===== src/rtl/fifo_pkg.sv =====
// Shared types and constants for the FIFO drain / UART egress path.
package fifo_pkg;

  localparam int DATA_W     = 16;
  localparam int BYTE_W     = 8;
  // One start bit, eight data bits and one stop bit per byte on the line.
  localparam int FRAME_BITS = 10;

  typedef enum logic [2:0] {
    IDLE,
    REQ,
    LOAD,
    START,
    DATA,
    STOP
  } tx_state_t;

endpackage


===== src/rtl/uart_bit_timer.sv =====
// Baud counter for the UART transmitter: counts 0..CLKS_PER_BIT-1 and
// flags the last cycle of each bit period with tick.
module uart_bit_timer #(
  parameter int CLKS_PER_BIT = 16
) (
  input  logic clk,
  input  logic rst,
  input  logic restart,
  output logic tick
);

  localparam int CNT_W = $clog2(CLKS_PER_BIT);
  localparam logic [CNT_W-1:0] LAST = CNT_W'(CLKS_PER_BIT - 1);

  logic [CNT_W-1:0] count;

  // Wraps at the terminal count; restart realigns it to a new state's first cycle.
  always_ff @(posedge clk or negedge rst) begin
    if (!rst) begin
      count <= '0;
    end else if (restart || (count == LAST)) begin
      count <= '0;
    end else begin
      count <= count + CNT_W'(1);
    end
  end

  assign tick = (count == LAST);

endmodule


===== src/rtl/fifo_uart_tx.sv =====
// Drains 16-bit words from the FIFO and sends each as two 8N1 UART bytes,
// low byte first. tx is registered so the line never glitches.
module fifo_uart_tx
  import fifo_pkg::*;
#(
  parameter int CLKS_PER_BIT = 16
) (
  input  logic              clk,
  input  logic              rst,
  input  logic              enable,
  input  logic              empty,
  input  logic [DATA_W-1:0] fifo_data,
  output logic              rd_en,
  output logic              tx,
  output logic              busy
);

  // Index of the final data bit in a byte.
  localparam logic [2:0] LAST_BIT = 3'(FRAME_BITS - 3);

  tx_state_t         state, state_next;
  logic [DATA_W-1:0] word, word_next;
  logic [2:0]        bit_idx, bit_idx_next;
  logic              byte_sel, byte_sel_next;
  logic [BYTE_W-1:0] cur_byte;
  logic              tx_next;
  logic              tick;
  logic              restart;

  // The baud counter starts fresh on every state change.
  assign restart = (state_next != state);

  uart_bit_timer #(
    .CLKS_PER_BIT(CLKS_PER_BIT)
  ) u_timer (
    .clk    (clk),
    .rst    (rst),
    .restart(restart),
    .tick   (tick)
  );

  // State, word, bit position and line level all advance together.
  always_ff @(posedge clk or negedge rst) begin
    if (!rst) begin
      state    <= IDLE;
      word     <= '0;
      bit_idx  <= '0;
      byte_sel <= 1'b0;
      tx       <= 1'b1;
    end else begin
      state    <= state_next;
      word     <= word_next;
      bit_idx  <= bit_idx_next;
      byte_sel <= byte_sel_next;
      tx       <= tx_next;
    end
  end

  // Sequencing: pop, capture, then start/data/stop for each of the two bytes.
  always_comb begin
    state_next    = state;
    word_next     = word;
    bit_idx_next  = bit_idx;
    byte_sel_next = byte_sel;
    case (state)
      IDLE: begin
        if (enable && !empty) begin
          state_next = REQ;
        end
      end
      REQ: begin
        state_next = LOAD;
      end
      LOAD: begin
        word_next     = fifo_data;
        byte_sel_next = 1'b0;
        state_next    = START;
      end
      START: begin
        if (tick) begin
          bit_idx_next = '0;
          state_next   = DATA;
        end
      end
      DATA: begin
        if (tick) begin
          if (bit_idx == LAST_BIT) begin
            state_next = STOP;
          end else begin
            bit_idx_next = bit_idx + 3'd1;
          end
        end
      end
      STOP: begin
        if (tick) begin
          if (!byte_sel) begin
            byte_sel_next = 1'b1;
            state_next    = START;
          end else begin
            state_next = IDLE;
          end
        end
      end
      default: begin
        state_next = IDLE;
      end
    endcase
  end

  // Line level for the coming cycle, derived from where the FSM is heading.
  always_comb begin
    cur_byte = byte_sel_next ? word_next[DATA_W-1:BYTE_W] : word_next[BYTE_W-1:0];
    tx_next  = 1'b1;
    case (state_next)
      START:   tx_next = 1'b0;
      DATA:    tx_next = cur_byte[bit_idx_next];
      default: tx_next = 1'b1;
    endcase
  end

  assign rd_en = (state == REQ);
  assign busy  = (state != IDLE);

endmodule


===== config.mk =====
export PLATFORM = sky130hd
export DESIGN_NAME = fifo_uart_tx
export DESIGN_NICKNAME = d
export VERILOG_FILES = /design/src/rtl/fifo_pkg.sv /design/src/rtl/uart_bit_timer.sv /design/src/rtl/fifo_uart_tx.sv
export SDC_FILE = /design/constraint.sdc
export NUM_CORES = 1
export LEC_CHECK = 0
export ABC_AREA = 1
export BUFFER_PORTS_ARGS = -buffer_cell sky130_fd_sc_hd__buf_2
export CORE_MARGIN = 2
export CORE_UTILIZATION = 35
export DETAILED_ROUTE_END_ITERATION = 8
export HOLD_SLACK_MARGIN = 0.1
export PLACE_DENSITY = 0.52
export SYNTH_ARGS = -nofsm -noshare
export SYNTH_HDL_FRONTEND = slang
export SYNTH_SLANG_ARGS = --single-unit

===== constraint.sdc =====
create_clock -name clk -period 2.7 [get_ports clk]
set_input_delay 0.54 -clock clk [delete_from_list [all_inputs] [get_ports clk]]
set_output_delay 0.54 -clock clk [all_outputs]
set_load 0.02 [all_outputs]

Yosys cells after proc, flatten, opt, wreduce, memory -nomap -nowiden
Index checks and enable logic that the tools add are counted.
{"block": "word_totals", "register_bits": 28, "input_bits": 20, "output_inout_bits": 3, "elab_cells": 43}
{"block": "classes", "n_addsub": 2, "order_cmp": 1, "n_eq_ne": 10, "mux": 19, "reduce_logical": 5}
{"operator": "3-bit two-way mux", "count": 8}
{"operator": "3-bit one-hot mux with 6 select lines", "count": 1}
{"operator": "16-bit two-way mux", "count": 1}
{"operator": "3-bit == test (second input constant)", "count": 4}
{"operator": "3-bit by 2-bit == test with 1-bit output (second input constant)", "count": 3}
{"operator": "8-bit two-way mux", "count": 1}
{"operator": "3-bit one-hot mux with 2 select lines", "count": 1}
{"operator": "4-bit by 1-bit adder with 4-bit output (second input constant)", "count": 1}
{"operator": "4-bit == test (second input constant)", "count": 1}
{"operator": "3-bit by 4-bit less-than comparator with 1-bit output (second input constant)", "count": 1}
{"operator": "4-bit two-way mux", "count": 1}
{"operator": "1-bit one-hot mux with 2 select lines", "count": 2}
{"operator": "3-bit by 1-bit adder with 3-bit output (second input constant)", "count": 1}
{"operator": "1-bit binary-select mux with 3-bit select", "count": 1}
{"operator": "3-bit by 1-bit == test with 1-bit output (second input constant)", "count": 1}
{"operator": "3-bit zero test", "count": 1}
{"operator": "3-bit inequality test", "count": 1}
{"operator": "3-bit nonzero test", "count": 1}
{"operator": "1-bit two-way mux", "count": 2}
{"operator": "2-bit two-way mux", "count": 1}
{"operator": "1-bit logical AND", "count": 1}
{"operator": "1-bit zero test", "count": 1}
{"operator": "1-bit logical OR", "count": 1}

Longest topological paths before layout
Gate-level depths: netlist of run 1.
{"block": "logic_depth", "depth_word": 7, "depth_mapped": 14, "ltp_nobuf": 13}

By module
A second synthesis of run 1 with hierarchy kept.
{"block": "unflattened", "hier_cells": 222, "area_unflattened_um2": 1572.8}
{"module": "fifo_uart_tx", "instances": 1, "cells_each": 203, "area_per_inst_um2": 1380.1, "seq_area_each_um2": 601.8}
{"module": "uart_bit_timer", "instances": 1, "cells_each": 19, "area_per_inst_um2": 192.7, "seq_area_each_um2": 100.1}

Worst setup path after synthesis of run 1
No wires, ideal clock.
{"block": "synth_timing", "kind": "flip-flop to flip-flop", "startpoint": "register u_timer.count[0]", "endpoint": "register tx", "setup_ps": 79, "t_arrival_ps": 1532, "required_time_ps": 2621, "path_slack_ps": 1089, "stages_incl_launch_ff": 14, "path_buffers": 0, "period_less_slack_ps": 1611, "path_cell_list": "dfrtp_1 ha_1 nand3_1 nand2_1 nand2_2 nand2_4 nand2_1 nand2_1 nand2_1 nand2_1 nand2_1 nand3_1 nand3_1 nand2_1"}
{"block": "synth_between", "elab_chain_len": 7, "word_cells_on_any_way": 16, "classes_between": "eq/ne (3); mux (13)"}
{"item": "from (decl)", "line_no": "uart_bit_timer.sv:15", "source": "logic [CNT_W-1:0] count;"}
{"item": "from (signal assigned)", "line_no": "uart_bit_timer.sv:24", "source": "count <= count + CNT_W'(1);"}
{"item": "4-bit == test", "line_no": "uart_bit_timer.sv:28", "source": "assign tick = (count == LAST);"}
{"item": "1-bit two-way mux", "line_no": "fifo_uart_tx.sv:95", "source": "if (tick) begin"}
{"item": "1-bit one-hot mux with 2 select lines", "line_no": "fifo_uart_tx.sv:65", "source": "case (state)"}
{"item": "named net byte_sel_next", "line_no": "fifo_uart_tx.sv:24", "source": "logic byte_sel, byte_sel_next;"}
{"item": "8-bit two-way mux", "line_no": "fifo_uart_tx.sv:112", "source": "cur_byte = byte_sel_next ? word_next[DATA_W-1:BYTE_W] : word_next[BYTE_W-1:0];"}
{"item": "1-bit binary-select mux with 3-bit select", "line_no": "fifo_uart_tx.sv:116", "source": "DATA: tx_next = cur_byte[bit_idx_next];"}
{"item": "1-bit two-way mux (not written as such)", "line_no": "fifo_uart_tx.sv:116"}
{"item": "1-bit one-hot mux with 2 select lines", "line_no": "fifo_uart_tx.sv:114", "source": "case (state_next)"}
{"item": "named net tx_next", "line_no": "fifo_uart_tx.sv:26", "source": "logic tx_next;"}
{"item": "to (signal assigned)", "line_no": "fifo_uart_tx.sv:55", "source": "tx <= tx_next;"}
{"item": "to (decl)", "line_no": "fifo_uart_tx.sv:14", "source": "output logic tx,"}
The timed path passes the listed nets, and every way through them passes these cells. The select of a mux whose other input is x is not followed.

Final worst setup path of run 1
{"block": "layout_timing", "startpoint": "register state[0]", "endpoint": "register tx"}
{"block": "layout_between", "elab_chain_len": 6, "word_cells_on_any_way": 21, "classes_between": "eq/ne (7); mux (13); reduce/logical (1)"}
{"item": "from (decl)", "line_no": "fifo_uart_tx.sv:21", "source": "tx_state_t state, state_next;"}
{"item": "from (signal assigned)", "line_no": "fifo_uart_tx.sv:51", "source": "state <= state_next;"}
{"item": "3-bit == test / 3-bit by 2-bit == test with 1-bit output (equally long branches)", "line_no": "fifo_uart_tx.sv:65"}
{"item": "1-bit one-hot mux with 2 select lines (*)", "line_no": "fifo_uart_tx.sv:65"}
{"item": "named net byte_sel_next", "line_no": "fifo_uart_tx.sv:24"}
{"item": "8-bit two-way mux (*)", "line_no": "fifo_uart_tx.sv:112"}
{"item": "1-bit binary-select mux with 3-bit select (*)", "line_no": "fifo_uart_tx.sv:116"}
{"item": "1-bit two-way mux (not written as such) (*)", "line_no": "fifo_uart_tx.sv:116"}
{"item": "1-bit one-hot mux with 2 select lines (*)", "line_no": "fifo_uart_tx.sv:114"}
{"item": "named net tx_next", "line_no": "fifo_uart_tx.sv:26"}
Mark *: on every way through the listed nets, which the timed path passes. The rest lies on a longest branch. The select of a mux whose other input is x is not followed.

==> results.json, run 1 <==
{
  "vias": 1350,
  "synth_edf_count": 0,
  "cap_violations": 0,
  "critical-path-slowest-cell": "dfrtp_1",
  "grt_pass1_vias": 1370,
  "worstSetupPathType": "reg2reg",
  "synthToLayoutAreaGrowth_pct": 10.79,
  "num_antenna_cells": 0,
  "rsz0062_at_grt": "no",
  "path_common_cell": "nand2_1",
  "dieArea_mm2": 0.005061,
  "start_util": 0.3624,
  "cts.clk_slew.worst_paths_ns": 0.10,
  "final_core_util": 0.4014,
  "crit_path_start_kind": "flop",
  "grt_usage": 0.1537,
  "dpl.hpwl_mm": 2.637,
  "max-vdd-ir-drop_uv": 214.1,
  "status": "finished clean",
  "dieWidth_um": 71.14,
  "rows": 24,
  "setup_viol": 0,
  "pre_cts_ws_ns": 0.7180,
  "cp_top_family": "simple AND/OR/NAND/NOR gates",
  "placed_cells": 275,
  "layout_setup_ws_ns": 0.7234,
  "drt_pass1_iterations": 4,
  "reg2reg_from": "state[0]",
  "seqCellArea_um2": 701.9,
  "drive_gt1_frac": 0.1806,
  "cts_num_sinks": 28,
  "core_mm2": 0.004354,
  "max_slew.worst_pin.slew_ns": 0.6303,
  "crit_arrival_ns": 2.18,
  "yosys_register_bits": 28,
  "antenna_found_initial": 0,
  "cts_resized": 0,
  "seq_area_frac_synth": 0.4449,
  "cts_tree": "done",
  "clk_latency_ns": 0.28,
  "finalWirelength_mm": 3.491,
  "cp_max_fo": 19,
  "grt_remaining_overflow": 0,
  "post_cts_buffers": 0,
  "synth_ff_type": "dfrtp_1",
  "synth_nets": 228,
  "pwr_density_cell_mw_per_mm2": 408.6,
  "ios": 23,
  "drt_iter0_drc": 55,
  "path_cells": "nor2_8, nand2_4, nand2_2, nand2_4, nand2_1, nand2_1, nand2_1, nand2_1, nand2_1, nand3_1, nand3_1, nand2_1",
  "syn_avg_cell_area_um2": 7.659,
  "crit_start": "state[0]",
  "r2r_cells": 12,
  "path_buf_inv": 0,
  "critical_path_required_ns": 2.90,
  "slew_headroom": 0.5798,
  "hold_violations": 0,
  "worstHoldPathType": "in2async",
  "syn_inst": 206,
  "ctsHoldBuffers": 0,
  "timing.hold.ws_ns": 0.2680,
  "portBuffers": 22,
  "syn_area_mm2": 0.001578,
  "synth_cell_types": 24,
  "drc": 0,
  "gp_congestion": 0.8158,
  "die_h_um": 71.14,
  "grt_start_max_net_pins": 29,
  "period_share": 0.7321,
  "grt_pass1_wl_mm": 6.279,
  "tns_ns": 0,
  "timing.final.max_slew_violations": 0,
  "max_freq_mhz": 505.9,
  "async_flop_share": 1.000,
  "via_per_inst": 4.839,
  "cts_buffers": 3,
  "clockRootBuffer": "clkbuf_8",
  "slowest_delay_ns": 0.52,
  "path_depth": 12,
  "ant_nets": 0,
  "worstReg2RegEnd": "tx",
  "multi_input_area_um2": 762.0,
  "finalNonFillerCells": 279,
  "wire_per_inst_um": 12.51,
  "cp-endpoint": "tx",
  "nets": 250,
  "clock_path_buffers": 2,
  "regToRegSetupSlack_ns": 0.72,
  "fin_crit_ns": 1.977,
  "n_fill_cell": 464,
  "htreeDepth": 1,
  "synth_warnings": 0,
  "critPathCaptureType": "flop",
  "leakagePower_nw": 0.9512,
  "skew_ns": 0.01065
}
layer usage:
layer	up-vias	global-route usage	share of wire
li1	707	-	-
met5	-	0	0
met4	0	0.02935	0.0054
met2	24	0.2459	0.47
met3	2	0.03704	0.036
met1	617	0.2138	0.49
worst min path at each step:
stage	start	endpoint	slack, ns	cells past startpoint
after floorplan	rst	bit_idx[0]	0.24	0
after global placement	u_timer.count[0]	u_timer.count[0]	0.45	1
after detailed placement	u_timer.count[0]	u_timer.count[0]	0.46	1
after CTS	rst	word[0]	0.29	1
after global routing	rst	word[10]	0.31	1
final	rst	word[0]	0.27	1
through the flow:
step                total power [mW]  instance area (µm²)
detailed placement            0.4923                 1703
global placement              0.4927                 1703
floorplan                     0.4637                 1578
CTS                           0.7275                 1748
global route                  0.7556                 1748
finish                        0.7142                 1748
Yosys cell counts, types with 2 or more instances:
| library cell | n | share of area |
|---|---|---|
| nand2_1 | 79 | 0.19 |
| nand3_1 | 40 | 0.13 |
| dfrtp_1 | 27 | 0.43 |
| inv_1 | 15 | 0.036 |
| nor2_1 | 10 | 0.024 |
| nand2_2 | 7 | 0.028 |
| o21ai_0 | 5 | 0.016 |
| buf_6 | 4 | 0.029 |
| ha_1 | 2 | 0.016 |
| nand2_4 | 2 | 0.014 |
| nor3_1 | 2 | 0.0063 |
area by class of cell:
class,count,share of cell area
sequential,28,0.4016
clock buffer,4,0.02577
timing repair buffer,23,0.06729
inverter,15,0.03221
tap,52,0.03722
multi-input combinational,157,0.4359
kinds of logic (layout without fill, tap and decap cells):
family                     after synthesis  in the layout  share of synthesized area
xor gates and xnor gates                 2              2                    0.01110
AOI/OAI and AO/OA                        8              8                    0.03093
adders and majority gates                2              2                    0.01586
DFF                                     28             28                     0.4449
buffers and inverters                   21             42                    0.07216
and+or+nand+nor                        145            145                     0.4251
sequential cells by signal (all words and copies together), names as in the netlist:
register	cells
tx	1
u_timer.count	4
state	3
word	16
byte_sel	1
bit_idx	3
worst reg2reg max path, stage by stage (launching register included):
cell	delay [ns]
dfrtp_1	0.52
nor2_8	0.32
nand2_4	0.22
nand2_2	0.24
nand2_4	0.11
nand2_1	0.08
nand2_1	0.06
nand2_1	0.06
nand2_1	0.06
nand2_1	0.05
nand3_1	0.06
nand3_1	0.08
nand2_1	0.05
power breakdown:
part           total [mW]  switching [mW]  leakage (nW)  internal (mW)
Sequential          0.435         0.00315         0.323          0.432
Combinational      0.0469          0.0278         0.606         0.0191
Clock               0.232           0.126        0.0228          0.106
Total               0.714           0.157         0.951          0.557
cell usage in the layout, fill, tap and decap left out, drive strengths merged, types with 2 or more instances in the layout:
cell / instances
inv: 15
nand2: 88
dfrtp: 27
clkbuf: 4
buf: 23
o21ai: 5
nand3: 41
ha: 2
nor3: 3
nor2: 11
No activity file was read; power rests on OpenSTA's default activity.
==> run 2, diff against run 1 <==
--- a/config.mk
+++ b/config.mk
@@ -11,7 +11,7 @@
 export CORE_UTILIZATION = 35
 export DETAILED_ROUTE_END_ITERATION = 8
 export HOLD_SLACK_MARGIN = 0.1
-export PLACE_DENSITY = 0.52
+export PLACE_DENSITY = 0.54
 export SYNTH_ARGS = -nofsm -noshare
 export SYNTH_HDL_FRONTEND = slang
 export SYNTH_SLANG_ARGS = --single-unit
==> constraint.sdc (replaced) <==
create_clock -name clk -period 1.7 [get_ports clk]
set_input_delay 0.34 -clock clk [delete_from_list [all_inputs] [get_ports clk]]
set_output_delay 0.34 -clock clk [all_outputs]
set_load 0.02 [all_outputs]
==> run 2 against run 1 <==
  * Clock power rose by 78%
  * Die area did not move
  * Clock skew fell by 0.0067 ns
  * Total power rose by 65%
  * Utilization rose by 7.0 points
  * Via count rose by 7.0%
  * Sequential power rose by 59%
  * Register-to-register slack got worse by 0.67 ns
  * Sequential share of layout area fell by 5.8 points
  * Highest routed layer unchanged
==> results.json, run 2 (synthesis results as in run 1) <==
{
  "cts_buffers": 3,
  "grt_pass1_vias": 1353,
  "cp_max_fo": 8,
  "num_antenna_cells": 0,
  "grt_pass1_wl_mm": 6.299,
  "top_regs": "word: 16 flops, u_timer.count: 4 flops",
  "grt_start_max_net_pins": 29,
  "critPathCaptureType": "flop",
  "vias": 1444,
  "wire_per_inst_um": 11.86,
  "cts_num_sinks": 28,
  "critical_path_required_ns": 1.92,
  "ios": 23,
  "cts_tree": "done",
  "finalWirelength_mm": 3.604,
  "drc": 0,
  "cp_top_family": "simple AND/OR/NAND/NOR gates",
  "slew_headroom": 0.5812,
  "clockRootBuffer": "clkbuf_8",
  "path_common_cell": "nand2_1",
  "fin_crit_ns": 1.649,
  "synthToLayoutAreaGrowth_pct": 30.06,
  "regMostFlops": "word",
  "pwr_density_cell_mw_per_mm2": 574.6,
  "die_h_um": 71.14,
  "period_share": 0.9699,
  "path_cells": "ha_2, nand3_4, nand2_2, nand2_4, buf_4, nand3_1, nand2_1, nand2_1, nand2_1, nand2_1, nand3_1, nand3_1, nand2_1",
  "drt_pass1_iterations": 5,
  "fin_total_pwr_mw": 1.179,
  "post_dp_cell_area_mm2": 0.001851,
  "setup_viol": 0,
  "start_util": 0.3624,
  "final_cell_mix": "nand2_1 (75), nand3_1 (38), dfrtp_1 (25)",
  "slowest_delay_ns": 0.39,
  "fin_area_mm2": 0.002052,
  "drive_gt1_frac": 0.3294,
  "clock_path_buffers": 2,
  "grt_remaining_overflow": 0,
  "clk_latency_ns": 0.27,
  "hold_violations": 0,
  "dpl.hpwl_mm": 2.546,
  "crit_arrival_ns": 1.87,
  "max-vdd-ir-drop_uv": 438.2,
  "ant_nets": 0,
  "rsz0062_at_grt": "yes",
  "cts.clk_slew.worst_paths_ns": 0.09,
  "largest_reg_flops": 16,
  "worstHoldPathType": "in2reg",
  "dieArea_mm2": 0.005061,
  "status": "finished clean",
  "dieWidth_um": 71.14,
  "nets": 275,
  "layout_commonest_cell": "nand2_1",
  "drt_iter0_drc": 128,
  "max_slew.worst_pin.slew_ns": 0.6281,
  "portBuffers": 22,
  "worstSetupPathType": "reg2reg",
  "path_buf_inv": 1,
  "gp_congestion": 0.8411,
  "crit_path_start_kind": "flop",
  "cap_violations": 0,
  "via_per_inst": 4.750,
  "htreeDepth": 1,
  "rows": 24,
  "grt_usage": 0.1549,
  "leakagePower_nw": 1.077,
  "core_mm2": 0.004354,
  "antenna_found_initial": 0,
  "n_fill_cell": 419,
  "timing.final.max_slew_violations": 0,
  "critical-path-slowest-cell": "dfrtp_1",
  "skew_ns": 0.003907,
  "max_freq_mhz": 606.5
}
==> run 2: cell count changes in the layout (fill, tap and decap cells not counted), moves of 3 or more <==
cell,before,now
nor2_1,10,5
nand2_8,0,3
nand2_1,79,75
nor2_2,0,4
buf_4,1,24
==> run 2: worst register-to-register path, delay by kind of cell (launching register included) <==
kind,cells,cell delay [ns]
AND/OR/NAND/NOR,11,0.87
flip-flops,1,0.39
adder cells (fa/ha/maj),1,0.21
buffers and inverters,1,0.14
==> run 2: worst paths after layout <==
kind	from	to	slack (ns)	cells past startpoint
min in group asynchronous	rst	word[0]	0.60	2
setup reg to reg	u_timer.count[0]	tx	0.05	13
hold reg to reg	word[12]	word[12]	0.47	2
hold / removal	fifo_data[5]	word[5]	0.32	3
setup / recovery	u_timer.count[0]	tx	0.05	13
max in group asynchronous	rst	state[0]	0.65	2
==> run 2: power breakdown <==
part	total (mW)	switching, mW	internal [mW]
clock	0.412	0.205	0.207
combinational	0.0753	0.0433	0.0320
sequential	0.692	0.00514	0.687
==> run 2: what timing repair did <==
| item | in CTS | in global routing |
|---|---|---|
| buffers inserted | 2 | 4 |
| endpoints found under the setup margin | 5 | 5 |
| hold buffers | 1 | 0 |
| pin swaps | 1 | 4 |
| hold endpoints to repair | 27 | 0 |
| resized for setup | 6 | 18 |
==> run 2: per-stage QoR <==
stage                       util  setup TNS, ns  hold slack [ns]  worst slack (ns)  cells
after floorplan                -              0          0.04441           0.08905    206
after global placement    0.4250        -0.1729           0.4065           -0.1130    293
after detailed placement  0.4250        -0.3909           0.4025           -0.1208    293
after CTS                 0.4486              0           0.3136         0.0003360    300
after global routing      0.4713        -0.5002           0.3311           -0.1139    304
final                     0.4713              0           0.3173           0.05122    304
==> run 2: final cells by class <==
type,instances,area (µm²),area share
tap,52,65.06,0.03171
inverter,15,56.30,0.02744
clock buffer,4,55.05,0.02683
sequential,28,704.4,0.3433
timing repair buffer,48,320.3,0.1561
multi-input combinational,157,850.8,0.4146
==> run 2: layer usage <==
layer  vias to the layer above  global-route usage  part of all wire
met3                         4             0.03276             0.034
met1                       646              0.2276              0.51
met4                         0             0.05451             0.012
li1                        762                   -                 -
met5                         -                   0                 0
met2                        32              0.2253              0.44
==> run 3, diff against run 2 <==
--- a/config.mk
+++ b/config.mk
@@ -6,12 +6,13 @@
 export NUM_CORES = 1
 export LEC_CHECK = 0
 export ABC_AREA = 1
-export BUFFER_PORTS_ARGS = -buffer_cell sky130_fd_sc_hd__buf_2
 export CORE_MARGIN = 2
 export CORE_UTILIZATION = 35
 export DETAILED_ROUTE_END_ITERATION = 8
+export DONT_BUFFER_PORTS = 1
 export HOLD_SLACK_MARGIN = 0.1
-export PLACE_DENSITY = 0.54
+export MAX_ROUTING_LAYER = met4
+export PLACE_DENSITY = 0.48
 export SYNTH_ARGS = -nofsm -noshare
 export SYNTH_HDL_FRONTEND = slang
 export SYNTH_SLANG_ARGS = --single-unit
==> constraint.sdc (replaced) <==
create_clock -name clk -period 1.9 [get_ports clk]
set_input_delay 0.38 -clock clk [delete_from_list [all_inputs] [get_ports clk]]
set_output_delay 0.38 -clock clk [all_outputs]
set_load 0.02 [all_outputs]
==> run 3 against run 2 <==
  * Clock skew fell by 0.0022 ns
  * Clock-buffer cell count fell by 1
  * Critical path depth fell by 4
  * Sequential power fell by 10%
  * Critical endpoint is now u_timer.count[3]
==> results.json, run 3 (synthesis results as in run 1) <==
{
  "status": "finished clean",
  "slew_headroom": 0.7835,
  "cp_top_family": "simple AND/OR/NAND/NOR gates",
  "timing.final.max_slew_violations": 0,
  "critPathCaptureType": "flop",
  "finalNonFillerCells": 263,
  "dieArea_mm2": 0.005061,
  "vias": 1346,
  "cts.clk_slew.worst_paths_ns": 0.10,
  "ios": 23,
  "hold_depth": 2,
  "start_util": 0.3624,
  "setup_viol": 0,
  "antenna_found_initial": 0,
  "via_per_inst": 5.118,
  "tns_ns": 0,
  "clk_latency_ns": 0.27,
  "path_buf_inv": 1,
  "clockRootBuffer": "clkbuf_8",
  "fin_crit_ns": 1.753,
  "cts_tree": "done",
  "dpl.hpwl_mm": 2.749,
  "rows": 24,
  "cts_num_sinks": 28,
  "placed_cells": 257,
  "crit_path_start_kind": "flop",
  "n_fill_cell": 449,
  "grt_remaining_overflow": 0,
  "cp_max_fo": 8,
  "fin_area_mm2": 0.001757,
  "r2r_cells": 9,
  "hold_violations": 0,
  "num_antenna_cells": 0,
  "crit_arrival_ns": 1.96,
  "path_depth": 9,
  "htreeDepth": 1,
  "largest_reg_flops": 16,
  "grt_pass1_wl_mm": 6.458,
  "path_common_cell": "nand2_2",
  "grt_pass1_vias": 1328,
  "layout_commonest_cell": "nand2_1",
  "clock_path_buffers": 2,
  "post_cts_buffers": 0,
  "max_slew.worst_pin.slew_ns": 0.3235,
  "skew_ns": 0.001711,
  "portBuffers": 0,
  "path_cells": "ha_1, nand3_4, nand2_2, inv_1, nor3_2, nand2_2, nand2_2, nand4_2, nor2_1",
  "grt_start_max_net_pins": 29,
  "max_freq_mhz": 570.4,
  "max-vdd-ir-drop_uv": 318.8,
  "multi_input_area_um2": 792.0,
  "worstSetupPathType": "reg2reg",
  "worstHoldPathType": "in2reg",
  "seqCellArea_um2": 704.4,
  "wire_per_inst_um": 14.25,
  "critical-path-slowest-cell": "dfrtp_1",
  "drt_iter0_drc": 103,
  "grt_usage": 0.1652,
  "cts_buffers": 3,
  "top_regs": "word: 16 flops, u_timer.count: 4 flops",
  "pre_cts_ws_ns": 0.04427,
  "core_mm2": 0.004354,
  "drt_pass1_iterations": 4,
  "layout_setup_ws_ns": 0.1470,
  "synthToLayoutAreaGrowth_pct": 11.34,
  "regMostFlops": "word",
  "critical_path_required_ns": 2.10,
  "rsz0062_at_grt": "no",
  "final_cell_mix": "nand2_1 (77), nand3_1 (38), dfrtp_1 (25)",
  "drc": 0,
  "final_core_util": 0.4034,
  "die_h_um": 71.14,
  "slowest_delay_ns": 0.39,
  "nets": 234,
  "gp_congestion": 0.9175,
  "dieWidth_um": 71.14,
  "period_share": 0.9226,
  "post_dp_cell_area_mm2": 0.001623,
  "cap_violations": 0,
  "ant_nets": 0,
  "drive_gt1_frac": 0.1564,
  "leakagePower_nw": 0.9221,
  "pwr_density_cell_mw_per_mm2": 651.1,
  "finalWirelength_mm": 3.749
}
[run 3: changes by cell type in the layout (fill, tap and decap cells not counted), moves of 2 or more]
cell	previous run	this run
nand2_1	75	77
inv_2	2	0
nor2_1	5	9
nand2_8	3	0
buf_4	24	5
inv_1	13	15
nor2_2	4	1
buf_2	22	0
[run 3: routing by layer]
metal	GRT usage	routed length [µm]	part of all wire	up-vias
met4	0.04193	42	0.011	0
met5	-	0	0	-
met3	0.02849	146	0.039	4
li1	-	-	-	671
met2	0.2521	1759	0.47	28
met1	0.2288	1801	0.48	643
[run 3: report_power, final]
| part | total [mW] | switching, mW | leakage, nW | internal, mW |
|---|---|---|---|---|
| sequential | 0.621 | 0.00658 | 0.321 | 0.614 |
| clock | 0.470 | 0.188 | 0.0357 | 0.282 |
| combinational | 0.0527 | 0.0340 | 0.566 | 0.0187 |
[run 3: repair_timing]
item,in CTS,in global routing
gates resized for setup,1,8
pin swaps,0,0
hold buffers,2,0
hold endpoints to repair,28,0
endpoints found under the setup margin,1,5
[run 3: final timing paths]
kind / from / end / slack (ns)
max: u_timer.count[0] / u_timer.count[3] / 0.15
min: fifo_data[1] / word[1] / 0.27
max reg2reg: u_timer.count[0] / u_timer.count[3] / 0.15
min reg2reg: u_timer.count[0] / u_timer.count[0] / 0.47
max in group asynchronous: rst / tx / 1.13
min in group asynchronous: rst / word[11] / 0.54
[run 3: through the flow]
stage               total power, mW  hold slack [ns]
finish                        1.144           0.2727
global route                  1.195           0.2610
CTS                           1.158           0.2700
detailed placement           0.6684          0.08513
global placement             0.6676          0.08514
floorplan                    0.6590          0.08441
[run 3: final cells by class]
type,instances,share of cell area
clock inverter,1,0.01709
clock buffer,3,0.02350
inverter,15,0.03205
sequential,28,0.4010
timing repair buffer,7,0.03846
tap,52,0.03704
multi-input combinational,157,0.4509
[run 3: worst reg2reg max path: stages, from the launching register on]
cell and delay (ns):
dfrtp_1 0.39, ha_1 0.24, nand3_4 0.15, nand2_2 0.15, inv_1 0.06, nor3_2 0.23, nand2_2 0.13, nand2_2 0.08
nand4_2 0.14, nor2_1 0.14
